--- src/rtl/gf_pkg.sv ---
// Shared types, default field moduli and the polynomial reduction helper
// used by the GF(2^N) power-map engine.
package gf_pkg;

  typedef enum logic [1:0] {
    IDLE = 2'd0,
    RUN  = 2'd1,
    DONE = 2'd2
  } gf_state_t;

  localparam int MAX_N = 16;

  localparam logic [4:0] POLY_N4 = 5'b10011;       // x^4+x+1
  localparam logic [6:0] POLY_N6 = 7'b1000011;     // x^6+x+1
  localparam logic [8:0] POLY_N8 = 9'b100011011;   // x^8+x^4+x^3+x+1

  // Reduces a (2n-1)-bit carry-less product modulo poly; bits above 2n-2 are ignored.
  function automatic logic [MAX_N-1:0] gf_reduce(
    input logic [2*MAX_N-2:0] prod,
    input logic [MAX_N:0]     poly,
    input int                 n
  );
    logic [2*MAX_N-2:0] r;
    logic [2*MAX_N-2:0] p;
    r = prod;
    p = {{(MAX_N-2){1'b0}}, poly};
    for (int i = 2*MAX_N-2; i >= 0; i--) begin
      if ((i >= n) && (i <= 2*n-2) && r[i]) begin
        r = r ^ (p << (i - n));
      end else begin
        r = r;
      end
    end
    return r[MAX_N-1:0];
  endfunction

endpackage

--- src/rtl/gf_mul.sv ---
// Combinational GF(2^N) multiplier: carry-less product followed by
// reduction modulo POLY. Output is always a fully reduced N-bit value.
module gf_mul
  import gf_pkg::*;
#(
  parameter int         N    = 6,
  parameter logic [N:0] POLY = 7'b1000011
) (
  input  logic [N-1:0] a,
  input  logic [N-1:0] b,
  output logic [N-1:0] y
);

  localparam logic [MAX_N:0] POLY_EXT = 17'(POLY);

  logic [2*MAX_N-2:0] prod_s;
  logic [MAX_N-1:0]   red_s;

  // Carry-less (XOR-accumulate) partial products.
  always_comb begin
    prod_s = {(2*MAX_N-1){1'b0}};
    for (int i = 0; i < N; i++) begin
      if (b[i]) begin
        prod_s = prod_s ^ ({{(2*MAX_N-1-N){1'b0}}, a} << i);
      end else begin
        prod_s = prod_s;
      end
    end
  end

  assign red_s = gf_reduce(prod_s, POLY_EXT, N);
  assign y     = N'(red_s);

endmodule

--- src/rtl/gf_pow_engine.sv ---
// Multi-cycle y = x^E engine over GF(2^N): left-to-right square-and-multiply,
// one exponent bit per cycle, LANES elements sharing one exponent and FSM.
module gf_pow_engine
  import gf_pkg::*;
#(
  parameter int         N     = 6,
  parameter logic [N:0] POLY  = 7'b1000011,
  parameter int         LANES = 1
) (
  input  logic               clk,
  input  logic               rst_n,
  input  logic               in_valid,
  output logic               in_ready,
  input  logic [LANES*N-1:0] in_x,
  input  logic [N-1:0]       in_exp,
  output logic               out_valid,
  input  logic               out_ready,
  output logic [LANES*N-1:0] out_y,
  output logic               busy
);

  localparam int             CW      = (N > 1) ? $clog2(N) : 1;
  localparam logic [CW-1:0]  CNT_TOP = CW'(N-1);
  localparam logic [N-1:0]   ONE     = {{(N-1){1'b0}}, 1'b1};

  gf_state_t            state_r, state_s;
  logic                 load_s, step_s;
  logic [CW-1:0]        cnt_r;
  logic [N-1:0]         exp_r;
  logic [LANES*N-1:0]   x_r, acc_r, acc_next_s, out_y_r;
  logic                 out_valid_r;
  logic                 exp_bit_s;

  assign exp_bit_s = exp_r[cnt_r];

  // Per-lane datapath: square the accumulator, then multiply by x or by 1.
  for (genvar k = 0; k < LANES; k++) begin : g_lane
    logic [N-1:0] sq_s;
    logic [N-1:0] factor_s;
    logic [N-1:0] nxt_s;

    assign factor_s = exp_bit_s ? x_r[k*N +: N] : ONE;

    gf_mul #(.N(N), .POLY(POLY)) u_sq (
      .a (acc_r[k*N +: N]),
      .b (acc_r[k*N +: N]),
      .y (sq_s)
    );

    gf_mul #(.N(N), .POLY(POLY)) u_mul (
      .a (sq_s),
      .b (factor_s),
      .y (nxt_s)
    );

    assign acc_next_s[k*N +: N] = nxt_s;
  end

  // Next-state and control decode for the shared controller.
  always_comb begin
    state_s = state_r;
    load_s  = 1'b0;
    step_s  = 1'b0;
    case (state_r)
      IDLE: begin
        if (in_valid) begin
          state_s = RUN;
          load_s  = 1'b1;
        end else begin
          state_s = IDLE;
        end
      end
      RUN: begin
        step_s = 1'b1;
        if (cnt_r == {CW{1'b0}}) begin
          state_s = DONE;
        end else begin
          state_s = RUN;
        end
      end
      DONE: begin
        if (out_ready) begin
          state_s = IDLE;
        end else begin
          state_s = DONE;
        end
      end
      default: begin
        state_s = IDLE;
      end
    endcase
  end

  // State register; out_valid is the registered image of "next state is DONE".
  always_ff @(posedge clk or negedge rst_n) begin
    if (!rst_n) begin
      state_r     <= IDLE;
      out_valid_r <= 1'b0;
    end else begin
      state_r     <= state_s;
      out_valid_r <= (state_s == DONE);
    end
  end

  // Operand capture, exponent walk and result register.
  always_ff @(posedge clk or negedge rst_n) begin
    if (!rst_n) begin
      x_r     <= {(LANES*N){1'b0}};
      exp_r   <= {N{1'b0}};
      acc_r   <= {(LANES*N){1'b0}};
      cnt_r   <= {CW{1'b0}};
      out_y_r <= {(LANES*N){1'b0}};
    end else if (load_s) begin
      x_r   <= in_x;
      exp_r <= in_exp;
      acc_r <= {LANES{ONE}};
      cnt_r <= CNT_TOP;
    end else if (step_s) begin
      acc_r <= acc_next_s;
      if (cnt_r == {CW{1'b0}}) begin
        out_y_r <= acc_next_s;
      end else begin
        cnt_r <= cnt_r - {{(CW-1){1'b0}}, 1'b1};
      end
    end else begin
      acc_r <= acc_r;
    end
  end

  assign in_ready  = (state_r == IDLE);
  assign busy      = (state_r != IDLE);
  assign out_valid = out_valid_r;
  assign out_y     = out_y_r;

endmodule
--- config.mk ---
export PLATFORM = sky130hd
export DESIGN_NAME = gf_pow_engine
export DESIGN_NICKNAME = d
export VERILOG_FILES = /design/src/rtl/gf_pkg.sv /design/src/rtl/gf_mul.sv /design/src/rtl/gf_pow_engine.sv
export SDC_FILE = /design/constraint.sdc
export NUM_CORES = 1
export LEC_CHECK = 0
export BUFFER_PORTS_ARGS = -buffer_cell sky130_fd_sc_hd__buf_2
export CORE_MARGIN = 2
export CORE_UTILIZATION = 61
export CTS_BUF_LIST = sky130_fd_sc_hd__clkbuf_4
export CTS_CLUSTER_SIZE = 10
export DETAILED_ROUTE_END_ITERATION = 8
export GPL_TIMING_DRIVEN = 1
export PLACE_DENSITY_LB_ADDON = 0.25
export SYNTH_ARGS = -nofsm -noshare
export SYNTH_HDL_FRONTEND = slang
export SYNTH_SLANG_ARGS = --single-unit
--- constraint.sdc ---
create_clock -name clk -period 3 [get_ports clk]
set_input_delay 0.6 -clock clk [delete_from_list [all_inputs] [get_ports clk]]
set_output_delay 0.6 -clock clk [all_outputs]
set_load 0.02 [all_outputs]
==> results.yml, run 1 <==
setup_path:
  critical-path-top-delay-family: "flip-flops"
  critical_path_arrival_ns: 2.72
  worstSetupPathType: "reg2reg"
  reg2reg_setup_slack_ns: 0.53
  critical_path.cell_chain: "mux2_4, a221oi_4, xnor2_2, xor2_1, xnor2_2, mux2_4, o22ai_2"
  critical_path.slowest_cell: "sky130_fd_sc_hd__dfrtp_1"
  critical_path.max_stage_delay_ns: 0.69
  top_fanout_value_on_the_critical_path: 15
  required_ns: 3.25
  worstSetupEndpointType: "flip-flop"
  cp_num_buf_inv: 0
  cp-start-kind: "flip-flop"
sta:
  hold_ws_ns: 0.287
  setup-violations-final: 0
  maxClockFrequency_mhz: 405
  clock_skew_ns: 0.0106
  tightestPinTransition_ns: 0.652
  min_period_over_period: 0.824
  max_slew_margin: 0.565
  report.final.slew_viol_count: 0
  final_hold_viol_count: 0
  setup_repair_after_global_routing_missed_its_margin: "no"
  totalNegativeSetupSlack_ns: 0
  finalCriticalPeriod_ns: 2.47
cells_and_area:
  seq_area_um2: 751
  multi_input_area_um2: 1280
  layout_common_cells: "sky130_fd_sc_hd__nand2_1 (70), sky130_fd_sc_hd__dfrtp_1 (30), sky130_fd_sc_hd__buf_2 (24)"
  ratio_of_cells_with_drive_above_1_in_the_final_layout: 0.174
  final.fill_count: 311
  areaGrowthSynthToFinish_pct: 5.79
  finish.instance_area_um2: 2290
  design.final.nets: 281
  insertedDiodeCount: 0
  final_common_cell: "sky130_fd_sc_hd__nand2_1"
  layout.cells.non_filler: 310
clock_network:
  clock_tree.root_cell: "sky130_fd_sc_hd__clkbuf_4"
  clock_slew_seen_by_the_registers_of_the_worst_setup_and_hold_paths_ns: 0.10
  tritoncts: "yes"
  cts.sink_count: 30
  postCtsHoldBufs: 0
  number_of_post_cts_setup_repair_buffers: 0
  cts_buffers: 5
  worst_skew_pair.late_latency_ns: 0.33
  htreeDepth: 2
  cts_buffer_depth: 2
  post_cts_sizing_count: 0
yosys:
  area_leader_netlist: "sky130_fd_sc_hd__dfrtp_1"
  synth-warning-count: 0
  post_synth_num_cell_types: 42
  postSynthAreaPerCell_um2: 8.61
  ys_seq_elements: 30
  ys_top_cells_by_area: "sky130_fd_sc_hd__dfrtp_1 (35%), sky130_fd_sc_hd__nand2_1 (12%), sky130_fd_sc_hd__o21ai_0 (5.1%)"
  postSynth.asyncResetShare: 1.00
  synth_cell_area_um2: 2160
  netlist.area_leader.share: 0.347
  yosys_most_used_dff: "sky130_fd_sc_hd__dfrtp_1"
  synth_fp_nets: 269
  ys_seq_area_frac: 0.347
  synth_enable_flop_cells: 0
  synthCells: 251
route:
  remaining_drc_errors: 0
  wl_met2_mm: 2.06
  drt_iter0_markers: 87
  route.top_layer_used: "met4"
  number_of_search_and_repair_iterations_in_the_first_detailed_routing_pass: 4
  routedWlPerCell_um: 13.8
  postRouteAntennaNets: 0
  drt_wl_total_mm: 4.29
  routed-wl-met3_um: 133
  vias_after_detailed_routing: 1710
  detail_route.wirelength.met1_mm: 2.04
  viasPerCell: 5.52
floorplan:
  chipHeight_um: 63.5
  io_pins: 25
  core.rowCount: 21
  initial_utilization: 0.643
  die_w_um: 63.5
  core_region_area_um2: 3360
  dieArea_um2: 4040
flow_run:
  max_cap_viols: 0
global_routing:
  grt_overflow: 0
  number_of_antenna_violations_at_the_first_check_in_global_routing: 0
  grt_pass1_vias: 1657
  largest_net_degree_at_the_start_of_global_routing: 31
  groute.usage.overall: 0.241
  grt_first_pass_wirelength_mm: 7.60
min_path:
  path_class_of_the_lowest_slack_min_delay_path: "in2async"
placement:
  dp_cells: 302
  placer_congestion_estimate: 0.853
  placedInstanceArea_um2: 2240
  dp_hpwl_mm: 3.06
  io_buffers: 24
status:
  result_of_the_run: "finished clean"
## flip-flops by register name, summed over array words and instances, names as in the netlist
name	flops
out_y	6
state_r	2
x_r	6
acc_r	6
cnt_r	3
exp_r	6
out_valid	1
## routing by layer
layer | up-vias | global-route usage
met5 | - | 0
met4 | 0 | 0.0897
met3 | 5 | 0.0321
met2 | 29 | 0.396
met1 | 812 | 0.327
li1 | 864 | -
## final cells by class
class | count | share of cell area
multi-input combinational | 196 | 0.561
sequential | 30 | 0.328
timing repair buffer | 25 | 0.0558
tap | 46 | 0.0252
clock buffer | 5 | 0.0164
inverter | 5 | 0.00821
clock inverter | 3 | 0.00492
## kinds of logic after synthesis
logic type | after synthesis | synth area share
fa+ha+maj | 2 | 0.0116
flops | 30 | 0.347
simple gates | 106 | 0.220
compound gates | 48 | 0.149
mux | 16 | 0.0897
buf+inv | 25 | 0.0590
xor+xnor | 24 | 0.124
## through the flow
step	util	worst slack, ns
2_1_floorplan	-	0.885
3_3_place_gp	0.666	0.626
3_5_place_dp	0.666	0.551
4_1_cts	0.680	0.530
5_1_grt	0.680	0.230
6_report	0.680	0.528
## synth_stat cells (all sizes together) (2+ instances only)
library cell / count
o22ai: 2
o31ai: 2
mux2i: 4
buf: 10
ha: 2
a22oi: 5
o21ai: 22
nand3: 7
clkbuf: 10
nand2: 70
nand2b: 9
a21oi: 7
nor2: 7
nor3: 3
o211ai: 2
nor3b: 2
xnor2: 14
a211oi: 2
nor2b: 3
xnor3: 2
inv: 5
a221oi: 2
xor2: 7
and4bb: 2
dfrtp: 30
mux2: 11
## path summary, 6_finish.rpt
path                                from        to  depth (start not counted)
worst max-delay path            acc_r[4]  out_y[2]                          7
worst min-delay path               rst_n  exp_r[1]                          1
worst max register to register  acc_r[4]  out_y[2]                          7
worst min register to register  exp_r[2]  exp_r[2]                          2
max in group asynchronous          rst_n  out_y[0]                          1
min in group clk                 in_x[2]    x_r[2]                          3
## worst reg2reg max path, delay by kind of cell, from the launching register on
| family | cells | cell delay (ns) |
|---|---|---|
| AOI/OAI and AO/OA | 2 | 0.39 |
| muxes | 2 | 0.69 |
| xor gates and xnor gates | 3 | 0.62 |
| DFF | 1 | 0.69 |
Power of run 1 is left out: the tool's default activity adds up to more than one toggle a clock period on the data nets, which glitch-free logic cannot reach.
==> run 2: changes to the inputs <==
Clock period 3 ns to 2.3 ns, I/O delays scaled along.
==> run 2 against run 1 <==
Compared with the run above:
- via count up 3.9%
- first-iteration DRC count up 5.7%
- critical path depth unchanged
- largest cell class unchanged
- highest routed layer unchanged
- cell count up 4.5%
- sequential share of layout area down 1.7 points
- core utilization up 3.9 points
==> results.yml, run 2 (same netlist as run 1, synthesis figures left out) <==
floorplan:
  dieArea_um2: 4040
  core_region_area_um2: 3360
  io_pins: 25
  initial_utilization: 0.643
  core.rowCount: 21
  chipHeight_um: 63.5
  die_w_um: 63.5
route:
  routedWlPerCell_um: 13.9
  drt_wl_total_mm: 4.51
  postRouteAntennaNets: 0
  remaining_drc_errors: 0
  viasPerCell: 5.48
  number_of_search_and_repair_iterations_in_the_first_detailed_routing_pass: 4
  vias_after_detailed_routing: 1776
  drt_iter0_markers: 92
global_routing:
  grt_overflow: 0
  largest_net_degree_at_the_start_of_global_routing: 31
  number_of_antenna_violations_at_the_first_check_in_global_routing: 0
  grt_first_pass_wirelength_mm: 8.14
  groute.usage.overall: 0.258
  grt_pass1_vias: 1796
sta:
  clock_skew_ns: 0.0144
  max_slew_margin: 0.572
  totalNegativeSetupSlack_ns: 0
  maxClockFrequency_mhz: 449
  worst_setup_margin_ns: 0.0739
  setup_repair_after_global_routing_missed_its_margin: "no"
  setup-violations-final: 0
  report.final.slew_viol_count: 0
  final_hold_viol_count: 0
  tightestPinTransition_ns: 0.642
  min_period_over_period: 0.968
  finalCriticalPeriod_ns: 2.23
cells_and_area:
  layout.cells.non_filler: 324
  final.fill_count: 276
  insertedDiodeCount: 0
  layout_common_cells: "sky130_fd_sc_hd__nand2_1 (70), sky130_fd_sc_hd__dfrtp_1 (29), sky130_fd_sc_hd__buf_2 (24)"
  design.final.nets: 295
  areaGrowthSynthToFinish_pct: 11.8
  final_common_cell: "sky130_fd_sc_hd__nand2_1"
  ratio_of_cells_with_drive_above_1_in_the_final_layout: 0.230
clock_network:
  number_of_post_cts_setup_repair_buffers: 0
  cts_buffers: 5
  cts.sink_count: 30
  htreeDepth: 2
  cts_buffer_depth: 2
  tritoncts: "yes"
  clock_tree.root_cell: "sky130_fd_sc_hd__clkbuf_4"
  clock_slew_seen_by_the_registers_of_the_worst_setup_and_hold_paths_ns: 0.10
  worst_skew_pair.late_latency_ns: 0.33
setup_path:
  critical_path_arrival_ns: 2.48
  critical_path.slowest_cell: "sky130_fd_sc_hd__dfrtp_2"
  cp-start-kind: "flip-flop"
  critical-path-top-delay-family: "multiplexers"
  worstSetupEndpointType: "flip-flop"
  cp_num_buf_inv: 0
  critical_path.max_stage_delay_ns: 0.50
  required_ns: 2.56
  critical_path.cell_chain: "mux2_4, a221oi_4, xnor2_2, xor2_1, xnor2_2, mux2_4, o22ai_2"
  worstSetupPathType: "reg2reg"
  top_fanout_value_on_the_critical_path: 12
placement:
  io_buffers: 24
  place_ws_ns: 0.0679
  dp_hpwl_mm: 3.40
  placer_congestion_estimate: 0.897
  dp_cells: 316
flow_run:
  max_cap_viols: 0
min_path:
  path_class_of_the_lowest_slack_min_delay_path: "in2async"
status:
  result_of_the_run: "finished clean"
[run 2: cell count changes in the layout (fill, tap and decap cells not counted)]
| cell | change |
|---|---|
| sky130_fd_sc_hd__a221oi_2 | -1 |
| sky130_fd_sc_hd__xnor2_2 | +1 |
| sky130_fd_sc_hd__buf_4 | +14 |
| sky130_fd_sc_hd__a221oi_4 | +1 |
| sky130_fd_sc_hd__dfrtp_1 | -1 |
| sky130_fd_sc_hd__clkinv_2 | +1 |
| sky130_fd_sc_hd__clkbuf_4 | +1 |
| sky130_fd_sc_hd__xnor2_1 | -1 |
| sky130_fd_sc_hd__dfrtp_2 | +1 |
| sky130_fd_sc_hd__clkinv_1 | -2 |
[run 2: cell type report]
| type | instances | area [um2] | area share |
|---|---|---|---|
| Sequential cell | 30 | 752 | 0.311 |
| Inverter | 5 | 18.8 | 0.00776 |
| Clock buffer | 6 | 45.0 | 0.0186 |
| Clock inverter | 2 | 8.76 | 0.00362 |
| Multi-Input combinational cell | 196 | 1300 | 0.539 |
| Tap cell | 46 | 57.6 | 0.0238 |
| Timing Repair Buffer | 39 | 233 | 0.0963 |
[run 2: layer usage]
metal,global-route usage,share of wire
met1,0.343,0.45
met2,0.418,0.49
met3,0.0518,0.043
met4,0.0924,0.022
met5,0,0
[run 2: worst register-to-register path, delay by kind of cell, from the launching register on]
kind	cells	cell delay [ns]
AO/OA/AOI/OAI	2	0.39
XOR/XNOR	3	0.63
flip-flops	1	0.50
multiplexers	2	0.64
[run 2: per-stage QoR]
step	utilization	instance area [um2]	hold WS, ns
after detailed placement	0.697	2340	0.465
final	0.719	2420	0.137
after global routing	0.719	2420	0.194
after CTS	0.713	2400	0.143
after floorplan	-	2160	0.164
after global placement	0.697	2340	0.459
[run 2: final timing paths]
path / slack [ns] / end / cells after the start / from
min in group clk: 0.31 / exp_r[0] / 3 / in_exp[0]
setup / recovery: 0.07 / out_y[2] / 7 / x_r[4]
hold reg to reg: 0.48 / exp_r[4] / 2 / exp_r[4]
hold / removal: 0.14 / exp_r[5] / 1 / rst_n
setup reg to reg: 0.07 / out_y[2] / 7 / x_r[4]
max in group asynchronous: 1.71 / x_r[4] / 1 / rst_n
[run 2: what timing repair did]
item / 4_1_cts / 5_1_grt
setup endpoints to repair: 0 / 3
gates resized for setup: 0 / 3
hold buffers: 0 / 0
Power of run 2 is left out for the same reason.
==> run 3: changes to the inputs <==
Settings changed: ABC_AREA set to 1, CORE_UTILIZATION 61 to 60.
==> run 3 against run 2 <==
Compared with the run above:
- count of clock-buffer cells in the layout stayed put
- clock skew hardly changed
- synthesized cell count is 16% higher
- sequential cell count stayed put
- die area is 6.3% lower
- first-iteration DRC count is 5.4% lower
- sequential share of layout area is 2.3 points higher
- setup slack better by 0.12 ns
- hold slack better by 0.030 ns
- fmax is 5.7% higher
- critical path depth is 5 higher
- highest routed layer unchanged
==> results.yml, run 3 <==
status:
  result_of_the_run: "finished clean"
yosys:
  synth_fp_nets: 310
  synthCells: 292
  ys_seq_elements: 30
  synth_cell_area_um2: 1980
  post_synth_num_cell_types: 21
  netlist.area_leader.share: 0.378
  ys_top_cells_by_area: "sky130_fd_sc_hd__dfrtp_1 (38%), sky130_fd_sc_hd__nand2_1 (22%), sky130_fd_sc_hd__nand3_1 (7.1%)"
  area_leader_netlist: "sky130_fd_sc_hd__dfrtp_1"
  postSynthAreaPerCell_um2: 6.80
  postSynth.asyncResetShare: 1.00
  yosys-top-cells-count: "sky130_fd_sc_hd__nand2_1 (118), sky130_fd_sc_hd__inv_1 (36), sky130_fd_sc_hd__dfrtp_1 (30)"
  yosys.cell_count.top_type: "sky130_fd_sc_hd__nand2_1"
  yosys_most_used_dff: "sky130_fd_sc_hd__dfrtp_1"
  synth-warning-count: 0
  ys_seq_area_frac: 0.378
  synth_enable_flop_cells: 0
power:
  p_leak_nw: 1.25
  power_density_normalized_to_cell_area_nw_per_um2: 1650
  vdd_ir_drop_max_uv: 699
  power.total_mw: 3.70
clock_network:
  tritoncts: "yes"
  worst_skew_pair.late_latency_ns: 0.32
  clock_slew_seen_by_the_registers_of_the_worst_setup_and_hold_paths_ns: 0.10
  htreeDepth: 2
  postCtsHoldBufs: 0
  cts_buffer_depth: 2
  clock_tree.root_cell: "sky130_fd_sc_hd__clkbuf_4"
  cts_buffers: 5
  cts.sink_count: 30
setup_path:
  cp-start-kind: "flip-flop"
  required_ns: 2.56
  top_fanout_value_on_the_critical_path: 6
  critical_path.slowest_cell: "sky130_fd_sc_hd__dfrtp_1"
  critical-path-top-delay-family: "simple AND/OR/NAND/NOR gates"
  worstSetupPathType: "reg2reg"
  critical_path_arrival_ns: 2.37
  worstSetupEndpointType: "flip-flop"
  critical_path.cell_chain: "xor2_1, inv_1, nor2_2, xor2_1, nand2_1, nand2_2, nand2_1, nand2_1, nand2_1, nand2_1, nand2_1, nand2_1"
  cp_num_buf_inv: 1
  worst_path_most_repeated_cell: "sky130_fd_sc_hd__nand2_1"
  reg2reg_setup_slack_ns: 0.19
  critical_path.max_stage_delay_ns: 0.50
global_routing:
  number_of_antenna_violations_at_the_first_check_in_global_routing: 0
  grt_overflow: 0
  largest_net_degree_at_the_start_of_global_routing: 31
  groute.usage.overall: 0.241
  grt_pass1_vias: 1613
  grt_first_pass_wirelength_mm: 6.71
sta:
  max_slew_margin: 0.554
  report.final.slew_viol_count: 0
  clock_skew_ns: 0.0142
  hold_ws_ns: 0.168
  min_period_over_period: 0.916
  worst_setup_margin_ns: 0.194
  finalCriticalPeriod_ns: 2.11
  tightestPinTransition_ns: 0.669
  maxClockFrequency_mhz: 475
  setup_repair_after_global_routing_missed_its_margin: "yes"
  setup-violations-final: 0
  final_hold_viol_count: 0
  totalNegativeSetupSlack_ns: 0
cells_and_area:
  finish.instance_area_um2: 2250
  seq_area_um2: 751
  multi_input_area_um2: 1110
  final_common_cell: "sky130_fd_sc_hd__nand2_1"
  ratio_of_cells_with_drive_above_1_in_the_final_layout: 0.142
  layout.cells.non_filler: 367
  design.final.nets: 340
  layout_common_cells: "sky130_fd_sc_hd__nand2_1 (116), sky130_fd_sc_hd__inv_1 (36), sky130_fd_sc_hd__dfrtp_1 (30)"
  insertedDiodeCount: 0
  final.fill_count: 306
  areaGrowthSynthToFinish_pct: 13.4
  post-route-util: 0.725
floorplan:
  initial_utilization: 0.640
  core_region_area_um2: 3100
  core.rowCount: 20
  chipHeight_um: 61.5
  die_w_um: 61.5
  io_pins: 25
  dieArea_um2: 3780
route:
  postRouteAntennaNets: 0
  vias_after_detailed_routing: 1817
  routedWlPerCell_um: 11.1
  remaining_drc_errors: 0
  drt_iter0_markers: 87
  number_of_search_and_repair_iterations_in_the_first_detailed_routing_pass: 4
  drt_wl_total_mm: 4.08
  viasPerCell: 4.95
min_path:
  path_class_of_the_lowest_slack_min_delay_path: "in2async"
placement:
  placedInstanceArea_um2: 2160
  placer_congestion_estimate: 0.940
  place_ws_ns: 0.155
  io_buffers: 24
  dp_cells: 359
  dp_hpwl_mm: 3.23
flow_run:
  max_cap_viols: 0
==> run 3: cell types whose count changed in the layout (fill, tap and decap cells not counted), sizes merged, moves of 4 or more <==
cell    previous run  this run
nand2             70       121
inv                5        37
nand3              7        28
nor2               7        24
buf               39        27
mux2              11         0
nand2b             9         0
o21ai             22        13
a21oi              7         1
a22oi              5         0
mux2i              4         0
xor2               7        11
==> run 3: worst register-to-register path, stage by stage, from the launching register on <==
cell                      delay, ns
sky130_fd_sc_hd__dfrtp_1       0.50
sky130_fd_sc_hd__xor2_1        0.39
sky130_fd_sc_hd__inv_1         0.18
sky130_fd_sc_hd__nor2_2        0.21
sky130_fd_sc_hd__xor2_1        0.17
sky130_fd_sc_hd__nand2_1       0.11
sky130_fd_sc_hd__nand2_2       0.11
sky130_fd_sc_hd__nand2_1       0.05
sky130_fd_sc_hd__nand2_1       0.06
sky130_fd_sc_hd__nand2_1       0.05
sky130_fd_sc_hd__nand2_1       0.09
sky130_fd_sc_hd__nand2_1       0.06
sky130_fd_sc_hd__nand2_1       0.06
==> run 3: worst paths after layout <==
kind	endpoint	from	cells past startpoint
setup reg to reg	acc_r[1]	acc_r[5]	12
setup / recovery	acc_r[1]	acc_r[5]	12
hold reg to reg	exp_r[3]	exp_r[3]	2
hold / removal	out_y[2]	rst_n	1
min in group clk	out_valid	out_ready	2
max in group asynchronous	x_r[0]	rst_n	1
==> run 3: area by class of cell <==
cell class | instances | share of cell area
Sequential cell | 30 | 0.334
Inverter | 37 | 0.0617
Clock inverter | 2 | 0.00389
Clock buffer | 6 | 0.0200
Timing Repair Buffer | 27 | 0.0634
Tap cell | 44 | 0.0245
Multi-Input combinational cell | 221 | 0.493
==> run 3: timing repair <==
item / in CTS / in global routing
endpoints found under the setup margin: 0 / 12
resized for setup: 0 / 8
buffers inserted: 0 / 0
==> run 3: per-layer routing <==
metal,global-route usage,vias up,part of all wire
met5,0,-,0
met4,0.0821,0,0.013
met3,0.0567,7,0.040
met2,0.405,38,0.49
met1,0.304,820,0.46
li1,-,952,-
==> run 3: report_power, final <==
part | total (mW) | internal, mW | switching, mW
sequential | 0.963 | 0.783 | 0.180
clock | 0.294 | 0.126 | 0.168
combinational | 2.44 | 0.835 | 1.61
total | 3.70 | 1.74 | 1.96
==> run 3: logic make-up after synthesis <==
logic type,after synthesis,synth area share
flops,30,0.378
fa+ha+maj,2,0.0126
compound gates,18,0.0498
simple gates,175,0.363
buf+inv,41,0.0820
xor+xnor,26,0.115
(Power assumes the default switching activity.)
